<file path="config.mk">
export PLATFORM = sky130hd
export DESIGN_NAME = reflet_rom_prefetch
export DESIGN_NICKNAME = d
export VERILOG_FILES = /design/src/rtl/reflet_rom_prefetch.sv
export SDC_FILE = /design/constraint.sdc
export NUM_CORES = 1
export LEC_CHECK = 0
export BUFFER_PORTS_ARGS = -buffer_cell sky130_fd_sc_hd__clkbuf_2
export CORE_ASPECT_RATIO = 1.2
export CORE_MARGIN = 4
export CORE_UTILIZATION = 30
export DETAILED_ROUTE_END_ITERATION = 16
export MAX_ROUTING_LAYER = met4
export PLACE_DENSITY = 0.55
export SETUP_SLACK_MARGIN = 0.5
export SLEW_MARGIN = 30
export SYNTH_ARGS = -nofsm -noshare
export SYNTH_HDL_FRONTEND = slang
export SYNTH_SLANG_ARGS = --single-unit
</file>
<file path="constraint.sdc">
create_clock -name clk -period 4.7 [get_ports clk]
set_input_delay 0.47 -clock clk [delete_from_list [all_inputs] [get_ports clk]]
set_output_delay 0.47 -clock clk [all_outputs]
set_load 0.05 [all_outputs]
</file>
<file path="src/rtl/reflet_rom_prefetch.sv">
// Instruction prefetch stage between the program ROM and the CPU decode stage.
// Verifies the 4-byte "ASRM" boot header, then streams program bytes into a
// small credit-limited FIFO presented over a valid/ready handshake.
module reflet_rom_prefetch #(
    parameter int unsigned ADDR_WIDTH = 9,
    parameter int unsigned DEPTH      = 4,
    parameter int unsigned START_ADDR = 4
) (
    input  logic                  clk,
    input  logic                  reset,
    output logic [ADDR_WIDTH-1:0] rom_addr,
    output logic                  rom_enable,
    input  logic [7:0]            rom_data,
    output logic [7:0]            instr,
    output logic                  instr_valid,
    input  logic                  instr_ready,
    input  logic                  jump,
    input  logic [ADDR_WIDTH-1:0] jump_addr,
    output logic                  header_ok,
    output logic                  header_err
);

    localparam int unsigned PTR_W  = $clog2(DEPTH);
    localparam int unsigned CNT_W  = PTR_W + 1;
    localparam int unsigned DATA_W = 8;
    // "ASRM" packed little-end first: byte i lives at bits [8*i +: 8]
    localparam logic [31:0] HEADER = 32'h4D52_5341;

    typedef enum logic [1:0] {
        S_IDLE,
        S_CHECK,
        S_RUN,
        S_ERROR
    } state_t;

    state_t                  state_q, state_d;
    logic [ADDR_WIDTH-1:0]   pc_q, pc_d;
    logic [ADDR_WIDTH-1:0]   rom_addr_d;
    logic                    rom_enable_d;
    logic                    req_q, req_d;     // request presented on rom_addr this cycle
    logic                    infl_q, infl_d;   // rom_data this cycle belongs to us
    logic [1:0]              hdr_idx_q, hdr_idx_d;
    logic                    header_ok_d, header_err_d;

    logic [DATA_W-1:0]       mem [DEPTH];
    logic [PTR_W-1:0]        rd_q, rd_d, wr_q, wr_d;
    logic [CNT_W-1:0]        count_q, count_d, remain;
    logic [DATA_W-1:0]       instr_d;
    logic                    instr_valid_d;
    logic                    run, flush, push, pop;
    logic [DATA_W-1:0]       hdr_byte;

    // Next-state, fetch request, header compare and FIFO bookkeeping
    always_comb begin
        state_d       = state_q;
        pc_d          = pc_q;
        rom_addr_d    = rom_addr;
        rom_enable_d  = rom_enable;
        req_d         = 1'b0;
        infl_d        = req_q;
        hdr_idx_d     = hdr_idx_q;
        header_ok_d   = header_ok;
        header_err_d  = header_err;
        hdr_byte      = HEADER[{hdr_idx_q, 3'b000} +: 8];

        // FIFO: a jump in RUN flushes and suppresses both push and pop
        run     = (state_q == S_RUN);
        flush   = run && jump;
        push    = run && !jump && infl_q;
        pop     = run && !jump && instr_valid && instr_ready;
        remain  = count_q - CNT_W'(pop);
        if (flush) begin
            rd_d    = '0;
            wr_d    = '0;
            count_d = '0;
        end else begin
            rd_d    = rd_q + PTR_W'(pop);
            wr_d    = wr_q + PTR_W'(push);
            count_d = count_q + CNT_W'(push) - CNT_W'(pop);
        end

        case (state_q)
            S_IDLE: begin
                // rom_addr already holds 0 from reset, so byte 0 is sampled on this edge
                rom_enable_d = 1'b1;
                infl_d       = 1'b1;
                rom_addr_d   = ADDR_WIDTH'(1);
                req_d        = 1'b1;
                hdr_idx_d    = 2'd0;
                state_d      = S_CHECK;
            end
            S_CHECK: begin
                if (req_q && rom_addr != ADDR_WIDTH'(3)) begin
                    rom_addr_d = rom_addr + ADDR_WIDTH'(1);
                    req_d      = 1'b1;
                end
                if (infl_q) begin
                    if (rom_data != hdr_byte) begin
                        header_err_d = 1'b1;
                        rom_enable_d = 1'b0;
                        rom_addr_d   = rom_addr;
                        req_d        = 1'b0;
                        infl_d       = 1'b0;
                        state_d      = S_ERROR;
                    end else if (hdr_idx_q == 2'd3) begin
                        header_ok_d = 1'b1;
                        rom_addr_d  = ADDR_WIDTH'(START_ADDR);
                        pc_d        = ADDR_WIDTH'(START_ADDR) + ADDR_WIDTH'(1);
                        req_d       = 1'b1;
                        state_d     = S_RUN;
                    end else begin
                        hdr_idx_d = hdr_idx_q + 2'd1;
                    end
                end
            end
            S_RUN: begin
                if (jump) begin
                    infl_d     = 1'b0;
                    rom_addr_d = jump_addr;
                    pc_d       = jump_addr + ADDR_WIDTH'(1);
                    req_d      = 1'b1;
                end else if ((count_d + CNT_W'(infl_d)) < CNT_W'(DEPTH)) begin
                    rom_addr_d = pc_q;
                    pc_d       = pc_q + ADDR_WIDTH'(1);
                    req_d      = 1'b1;
                end
            end
            default: begin
                rom_enable_d = 1'b0;
                infl_d       = 1'b0;
                header_ok_d  = 1'b0;
            end
        endcase

        // Head byte is precomputed so instr/instr_valid leave straight from flops
        if (flush) begin
            instr_d = '0;
        end else if (remain != '0) begin
            instr_d = mem[rd_d];
        end else if (push) begin
            instr_d = rom_data;
        end else begin
            instr_d = '0;
        end
        instr_valid_d = (state_d == S_RUN) && (count_d != '0);
    end

    // State and control registers
    always_ff @(posedge clk or negedge reset) begin
        if (!reset) begin
            state_q     <= S_IDLE;
            pc_q        <= '0;
            rom_addr    <= '0;
            rom_enable  <= 1'b0;
            req_q       <= 1'b0;
            infl_q      <= 1'b0;
            hdr_idx_q   <= 2'd0;
            header_ok   <= 1'b0;
            header_err  <= 1'b0;
            rd_q        <= '0;
            wr_q        <= '0;
            count_q     <= '0;
            instr       <= '0;
            instr_valid <= 1'b0;
        end else begin
            state_q     <= state_d;
            pc_q        <= pc_d;
            rom_addr    <= rom_addr_d;
            rom_enable  <= rom_enable_d;
            req_q       <= req_d;
            infl_q      <= infl_d;
            hdr_idx_q   <= hdr_idx_d;
            header_ok   <= header_ok_d;
            header_err  <= header_err_d;
            rd_q        <= rd_d;
            wr_q        <= wr_d;
            count_q     <= count_d;
            instr       <= instr_d;
            instr_valid <= instr_valid_d;
        end
    end

    // FIFO storage; entries are only read after being written
    always_ff @(posedge clk) begin
        if (push) begin
            mem[wr_q] <= rom_data;
        end
    end

endmodule

</file>
==> summary.txt <==
Clock tree
  – Post-CTS setup buffer count: 0
  – Worst-path clk slew: 60 ps
  – CTS tree: yes
  – Longest Clk Path Bufs: 2
  – H-tree depth: 3
  – Post-CTS Hold Fix Bufs: 0
  – Root buf cell: clkbuf_16
  – Resized Gates After CTS: 0
  – Clk Latency, worst-skew pair: 330 ps
  – Clock sinks: 75
  – TritonCTS buffer count: 9

Timing
  – F_max: 334 MHz
  – Crit share post-route: 0.636
  – Final setup fails: 0
  – Slew @ Worst Pin: 767 ps
  – Final Max Slew Viols: 0
  – Max_slew headroom: 0.485
  – Fin crit period: 2990 ps
  – Setup TNS: 0 ps
  – RSZ-0062 raised after global routing: no
  – Skew final: 5.99 ps
  – Final Hold Fails: 0

Placed design
  – GP Congestion: 0.809
  – IO Port Bufs: 41
  – Final HPWL DP: 6.49 mm

Synth
  – Top cells by area, synth: dfrtp_1, edfxtp_1, mux2_2, ha_1, o21ai_0
  – Synth top area share: 0.273
  – Commonest cells in the netlist: dfrtp_1, edfxtp_1, nand2_1
  – Ys flop type: dfrtp_1
  – Async SR Flop Fraction: 0.573
  – Register area share after synthesis: 0.517
  – Ys Warns: 0
  – Mapped Cells: 345
  – Count leader, synth: dfrtp_1
  – Syn_area_per_cell: 11.4 sq um
  – Synth cell types: 57
  – Syn_nets: 377
  – Largest area contributor in the netlist: dfrtp_1
  – EDFF count, synth: 32
  – FF+latch count, synth: 75
  – Post-synthesis cell area: 3940 sq um

Final layout
  – ANT cells: 0
  – Area delta synth->final: 17.9%
  – Layout Nets: 421
  – Share of cells above drive strength 1: 0.241

Run
  – Max-Cap Viols: 0

Hold path
  – Worst Hold Class: in2async

Setup path
  – Worst-path cell chain: inv_1 -> ha_1 -> nand2b_1 -> nor2_1 -> ha_1 -> inv_1 -> fa_1 -> nand3b_1 -> xnor2_2 -> o211ai_2 -> mux2_2
  – Crit-path max cell delay: 480 ps
  – Worst setup SP type: flip-flop
  – Slowest stage cell, crit path: fa_1
  – Nature of the critical path endpoint: flip-flop
  – R2r worst-path depth: 11
  – Critical Path AT: 3210 ps
  – WP data required: 4920 ps
  – Crit Path Max Fanout: 9
  – Setup CP Type: reg2reg

Global route
  – Gr usage total: 0.132
  – First-pass GRT wire length: 15.3 mm
  – Initial antenna violation count: 0
  – Vias in the first global route: 2950
  – Global route total overflow: 0
  – Largest net degree at the start of global routing: 44

Power and ir drop
  – Comb power frac: 0.031
  – Pwr Density: 311 nW/um^2
  – Leak: 1.92 nW
  – Flop pwr share: 0.473
  – Clock power share: 0.496
  – VDD IR max: 0.162 mV
  – Sw Ratio: 0.218
  – Pwr Total: 1.45 mW
  – Switch Pwr: 0.316 mW
  – Cell Int Power: 1.13 mW

Drt
  – Drt drc: 0
  – DR WL/cell: 16.8 microns
  – Final ANT Viol Nets: 0
  – Starting DRT DRC Count: 150
  – Routed Wire Length: 9.35 mm
  – Via count: 2869
  – Via density per instance: 5.14
  – DRT Pass-1 Iters: 4

Die
  – Chip width: 113 microns
  – Area of the core: 12800 sq um
  – Die height: 134 microns
  – Initial Util: 0.308
  – Row count: 45
  – Die Area: 15000 sq um
  – Ports: 42

Run status
  – Status: finished clean
==> logic make-up after synthesis <==
family | count (synthesis) | synth area share
AND/OR/NAND/NOR | 96 | 0.130
XOR/XNOR | 18 | 0.0454
adder cells (fa/ha/maj) | 11 | 0.0368
multiplexers | 26 | 0.0718
buffers and inverters | 28 | 0.0289
flip-flops | 75 | 0.517
AO/OA/AOI/OAI | 91 | 0.170
==> power by group through the flow <==
stage / Combinational, mW / Sequential (mW) / Clock (mW)
after global routing: 0.0511 / 0.683 / 0.766
after CTS: 0.0462 / 0.684 / 0.734
after floorplan: 0.0175 / 0.697 / 0
after global placement: 0.0452 / 0.697 / 0
final: 0.0447 / 0.684 / 0.717
after detailed placement: 0.0461 / 0.697 / 0
==> layout by cell type, fill, tap and decap left out, types with 5 or more instances in the layout <==
cell type	count
buf_4	6
nand3_1	14
nor2_1	13
edfxtp_1	32
a211oi_1	10
mux2_2	18
a22o_1	10
dfrtp_1	43
xor2_1	7
xnor2_1	9
inv_1	14
nor3_1	8
o21ai_0	25
nand4_1	6
ha_1	10
mux2i_1	8
nand2b_1	5
a21oi_1	10
clkbuf_16	9
a221o_1	8
clkbuf_2	41
nand2_1	26
==> through the flow <==
stage / util / hold slack (ps) / setup WS (ps) / area (sq um) / instances
finish: 0.363 / 228 / 1710 / 4640 / 558
global route: 0.363 / 287 / 1490 / 4640 / 558
CTS: 0.363 / 257 / 1700 / 4640 / 558
detailed placement: 0.339 / 463 / 1630 / 4330 / 542
global placement: 0.339 / 456 / 1670 / 4330 / 542
floorplan: - / 174 / 1700 / 3940 / 345
==> metal layers <==
metal  global-route usage  part of all wire  up-vias
met5                    -                 0        -
met4               0.0501             0.018        0
met3               0.0236             0.038       13
met2                0.207              0.46       69
met1                0.170              0.48     1405
li1                     -                 -     1382
==> area by class of cell <==
cell class / count / area, sq um
Clock buffer: 10 / 239
Clock inverter: 6 / 71.3
Fill cell: 1262 / 8140
Inverter: 14 / 52.6
Multi-Input combinational cell: 242 / 1790
Sequential cell: 75 / 2040
Tap cell: 164 / 205
Timing Repair Buffer: 47 / 250
==> flip-flops by register name, summed over array words and instances (netlist names) <==
register     count
req_q            1
header_ok        1
wr_q             2
rd_q             2
instr            8
mem             32
hdr_idx_q        2
state_q          2
rom_addr         9
header_err       1
pc_q             9
instr_valid      1
count_q          3
infl_q           1
rom_enable       1
==> worst max-delay path, delay by kind of cell (launching register included) <==
kind | cells | cell delay [ps]
AOI/OAI and AO/OA | 1 | 470
xor gates and xnor gates | 1 | 190
adders and majority gates | 3 | 790
buffers and inverters | 2 | 140
DFF | 1 | 410
muxes | 1 | 400
and+or+nand+nor | 3 | 490
==> worst paths after layout <==
path / startpoint / to / slack, ps
max: state_q[0] / pc_q[6] / 1710
min: reset / instr[4] / 230
max reg2reg: state_q[0] / pc_q[6] / 1710
min reg2reg: header_err / header_err / 470
max in group asynchronous: reset / hdr_idx_q[0] / 4050
min in group clk: rom_data[5] / mem[3][5] / 400
(Power assumes the default switching activity.)
